[src/rtl/sdpb_word_reader.sv]
// Read side of the Gowin_SDPB sample buffer: fetches complete 32-bit words
// behind the upstream byte write pointer and presents them as a stereo
// sample pair (left = low half, right = high half) on a valid/ready port.
module sdpb_word_reader (
   input  logic        clk,
   input  logic        rstn,
   input  logic        en,
   input  logic        flush,
   input  logic [9:0]  wr_byte_ptr,
   output logic [6:0]  adb,
   output logic        ceb,
   output logic        oce,
   input  logic [31:0] dout,
   output logic [15:0] out_left,
   output logic [15:0] out_right,
   output logic        out_valid,
   input  logic        out_ready,
   output logic [7:0]  level,
   output logic        underrun,
   output logic        overflow
);

   typedef enum logic [1:0] {
      IDLE,
      FETCH,
      HOLD
   } state_t;

   state_t      state;
   state_t      state_nxt;
   logic [7:0]  rd_ptr;
   logic [7:0]  wr_word;
   logic [6:0]  adb_q;
   logic        issue;

   // Only whole words count; the byte offset bits are simply dropped.
   assign wr_word = wr_byte_ptr[9:2];
   assign level   = wr_word - rd_ptr;

   // State register.
   always_ff @(posedge clk) begin
      if (!rstn) begin
         state <= IDLE;
      end else begin
         state <= state_nxt;
      end
   end

   // Next state and read-issue decision; flush overrides everything.
   always_comb begin
      state_nxt = state;
      issue     = 1'b0;
      if (flush) begin
         state_nxt = IDLE;
      end else begin
         case (state)
            IDLE: begin
               if (en && (level != 8'd0)) begin
                  issue     = 1'b1;
                  state_nxt = FETCH;
               end
            end
            FETCH: begin
               state_nxt = HOLD;
            end
            HOLD: begin
               if (out_ready) begin
                  if (en && (level != 8'd0)) begin
                     issue     = 1'b1;
                     state_nxt = FETCH;
                  end else begin
                     state_nxt = IDLE;
                  end
               end
            end
            default: begin
               state_nxt = IDLE;
            end
         endcase
      end
   end

   // Buffer-side outputs: read strobe only on an issue, address held otherwise.
   always_comb begin
      oce       = 1'b1;
      ceb       = rstn & issue;
      adb       = adb_q;
      out_valid = (state == HOLD);
      if (!rstn) begin
         adb = '0;
      end else if (issue) begin
         adb = rd_ptr[6:0];
      end
   end

   // Read pointer, captured sample pair and sticky status flags.
   always_ff @(posedge clk) begin
      if (!rstn) begin
         rd_ptr    <= '0;
         adb_q     <= '0;
         out_left  <= '0;
         out_right <= '0;
         underrun  <= 1'b0;
         overflow  <= 1'b0;
      end else if (flush) begin
         rd_ptr   <= wr_word;
         underrun <= 1'b0;
         overflow <= 1'b0;
      end else begin
         if (issue) begin
            rd_ptr <= rd_ptr + 8'd1;
            adb_q  <= rd_ptr[6:0];
         end
         if (state == FETCH) begin
            out_left  <= dout[15:0];
            out_right <= dout[31:16];
         end
         if (en && out_ready && (state == IDLE) && (level == 8'd0)) begin
            underrun <= 1'b1;
         end
         if (level > 8'd128) begin
            overflow <= 1'b1;
         end
      end
   end

endmodule

[config.mk]
export PLATFORM = sky130hd
export DESIGN_NAME = sdpb_word_reader
export DESIGN_NICKNAME = d
export VERILOG_FILES = /design/src/rtl/sdpb_word_reader.sv
export SDC_FILE = /design/constraint.sdc
export NUM_CORES = 1
export LEC_CHECK = 0
export ABC_AREA = 1
export BUFFER_PORTS_ARGS = -buffer_cell sky130_fd_sc_hd__buf_2
export CORE_UTILIZATION = 46
export CTS_BUF_LIST = sky130_fd_sc_hd__clkbuf_4
export CTS_CLUSTER_SIZE = 10
export DETAILED_ROUTE_END_ITERATION = 12
export PLACE_DENSITY_LB_ADDON = 0.3
export SETUP_SLACK_MARGIN = 0.15
export SYNTH_ARGS = -nofsm -noshare
export SYNTH_HDL_FRONTEND = slang
export SYNTH_SLANG_ARGS = --single-unit
[constraint.sdc]
create_clock -name clk -period 2.5 [get_ports clk]
set_clock_uncertainty 0.05 [all_clocks]
set_input_delay 0.25 -clock clk [delete_from_list [all_inputs] [get_ports clk]]
set_output_delay 0.25 -clock clk [all_outputs]
set_load 0.05 [all_outputs]
==> results.yml <==
synth:
  yosys-top-cells-area: "dfxtp_1, a21oi_1, nand2_1, inv_1, o21ai_0"
  synth_top_area_cell: "dfxtp_1"
  area_fraction_of_the_dominant_cell_type_after_synthesis_pct: 39.7
  ys_types: 31
  yosys_register_bits: 51
  postSynthNetCount: 414
  syn-instance-count: 358
  yosysWarnings: 0
  synthesis.area_um2: 2570
  synth_area_per_cell_um2: 7.18
  ys_seq_area_share_pct: 39.7
cts:
  clock_tree.buffer_depth: 2
  cts_root_cell: "clkbuf_4"
  post_cts_hold_buffer_count: 0
  cts_inserted_buffers: 5
  cts_max_level: 2
  cts_tree: "yes"
  clk_transition_reported_paths_ns: 0.15
  cts.sink_count: 51
  insertion_delay_ns: 0.35
layout:
  layout.cells.most_common: "buf_2"
  multi_input_comb_area_um2: 1620
  final_design_area_no_fill_um2: 3960
  most-common-layout-cells: "buf_2, inv_1, dfxtp_1"
  area.growth.synth_to_final_pct: 53.9
  layout.area.seq_um2: 1020
  final_nets: 547
  fillers: 379
  finish.utilization_pct: 75.6
  drive_above_1_share_pct: 43.5
  num_antenna_cells: 0
  finalNonFillerCells: 562
worst_setup_path:
  critical_path_peak_fanout: 7
  crit_path_top_delay_cell: "fa_2"
  worstPathCellList: "ha_4 > inv_2 > fa_2 > or2_4 > nor2_4 > nand3_4 > nor2_4 > nand2_4 > nand3_4 > nand2_4 > a21oi_4 > buf_6"
  path_class: "register to output port"
  endpoint_kind: "output port"
  worst_endpoint_data_arrival_time_ns: 2.65
  crit_path_max_incr_delay_ns: 0.44
  worstSetupStartpointType: "register"
  data_required_time_of_the_critical_path_ns: 2.20
status:
  violated_checks: "setup timing"
  outcome: "complete, but fails checks"
placed_design:
  portBuffers: 95
  placed_cells_incl_taps: 537
  gpl.final_weighted_congestion: 0.872
  placed_area_um2: 3490
  place_hpwl_um: 4890
detailed_routing:
  drcViolationCount: 0
  post_drt_via_cell_ratio: 4.93
  drt-wirelength-per-cell_um: 12.4
  via_count_of_the_routed_design: 2770
  detail_route.iter0.violations: 152
  drt-pass1-iter-count: 4
  routed_wl_um: 6950
  antenna_left: 0
min_path:
  hp-class: "primary input to register"
job:
  max_cap_viol_count: 0
timing:
  shortest_period_the_worst_path_allows_ns: 2.95
  timing_worst_slew_pin_value_ns: 0.885
  maxClockFrequency_ghz: 0.339
  setup_tns_ns: -4.47
  relative_slew_margins_pct: 40.9
  final_hold_viol_count: 0
  postLayoutSetupSlackWorst_ns: -0.450
  setup_repair_after_global_routing_missed_its_margin: "yes"
  setup_violations: 15
  final_min_period_over_clock_period_pct: 118
  final_max_slew_viol_count: 0
global_route:
  global_route.usage.total_pct: 22.0
  largest_net_degree_at_the_start_of_global_routing: 39
  grt_pass1_wl_um: 10700
  grt_antenna_before_repair: 0
  grt.overflow.total: 0
  number_of_global_route_vias_before_repair: 2496
pwr:
  static_leakage_nw: 1.81
  cellPowerDensity_nw_per_um2: 492
  vdd_drop_max_uv: 448
die:
  num_rows: 26
  die_area_um2: 5890
  floorplan.initialDensity_pct: 49.1
  core-area_um2: 5240
  die_width_um: 76.8
  y_dimension_of_the_die_um: 76.8
  num_io_pins: 99
## report_power, final
group          internal [W]  leakage, nW  switching [W]
clock              0.000122       0.0356       0.000257
sequential         0.000846        0.416      0.0000189
combinational      0.000251         1.36       0.000452
## layout make-up
cell class | count | share of cell area [%]
well taps | 70 | 2.21
clock inverters | 2 | 0.348
inverters | 60 | 5.69
clock buffers | 6 | 1.14
flip-flops and latches | 51 | 25.9
repair buffers | 140 | 23.8
multi-input cells | 233 | 40.9
## synth_stat cells
library cell   n
nand2_8        1
nor3_1         2
or2_4          1
nand4_1        8
conb_1         1
xor2_1         7
nor3b_2        1
buf_2          1
ha_1           8
clkbuf_1      12
nand2_4        2
nand2_1       61
nor2_4         1
nand3_2        3
a21oi_1       58
o21ai_0       38
xnor2_1        1
nand2_2        2
inv_1         55
or2_2          1
inv_2          5
fa_1           1
buf_1          1
mux2i_1        1
nor2_2         1
buf_4          1
nand3_1       17
dfxtp_1       51
nor2_1        12
nand3b_1       3
o31ai_1        1
## cells by family (layout without fill, tap and decap cells)
| logic type | after synthesis | in the layout | synth area share [%] |
|---|---|---|---|
| AOI/OAI and AO/OA | 97 | 97 | 19.0 |
| xor gates and xnor gates | 8 | 8 | 2.73 |
| adders and majority gates | 9 | 9 | 4.67 |
| buffers and inverters | 75 | 208 | 11.1 |
| DFF | 51 | 51 | 39.7 |
| muxes | 1 | 1 | 0.389 |
| other | 1 | 1 | 0.146 |
| and+or+nand+nor | 116 | 117 | 22.2 |
## path summary, 6_finish.rpt
kind / start / endpoint / slack, ns / cells after the start
worst min-delay path: dout[31] / out_right[15] / 0.11 / 3
worst max-delay path: rd_ptr[0] / adb[6] / -0.45 / 12
worst min register to register: out_left[11] / out_left[11] / 0.40 / 2
worst max register to register: rd_ptr[0] / rd_ptr[6] / -0.25 / 18
## repair_timing
| action | 4_1_cts | 5_1_grt |
|---|---|---|
| hold endpoints to repair | 0 | 0 |
| setup buffers | 6 | 10 |
| gates cloned | 0 | 1 |
| gates resized for setup | 29 | 41 |
| endpoints found under the setup margin | 22 | 26 |
| pin swaps | 20 | 15 |
## through the flow
stage / hold slack [ns] / power (W) / worst slack, ns
floorplan: 0.338 / 0.00131 / -0.231
global placement: 0.377 / 0.00148 / -0.199
detailed placement: 0.383 / 0.00149 / -0.273
CTS: 0.0972 / 0.00189 / -0.449
global route: 0.0945 / 0.00204 / -0.545
finish: 0.109 / 0.00195 / -0.450
## routing by layer
layer | vias to the layer above | track usage (%) | part of all wire [%]
met2 | 78 | 39.4 | 50
met4 | 0 | 4.23 | 0.60
met5 | - | 0 | 0
met1 | 1262 | 26.6 | 44
li1 | 1426 | - | -
met3 | 4 | 5.60 | 5.4
## sequential cells by signal (all words and copies together) (netlist names)
name and cells:
out_left 16, rd_ptr 8, underrun 1, adb_q 7, state 2, out_right 16
overflow 1
## critical path: cells and delay by family, from the launching register on
kind	cells	cell delay, ns
buffers and inverters	2	0.23
AO/OA/AOI/OAI	1	0.13
AND/OR/NAND/NOR	7	0.94
adder cells (fa/ha/maj)	2	0.59
flip-flops	1	0.38
No activity file was read; power rests on OpenSTA's default activity.
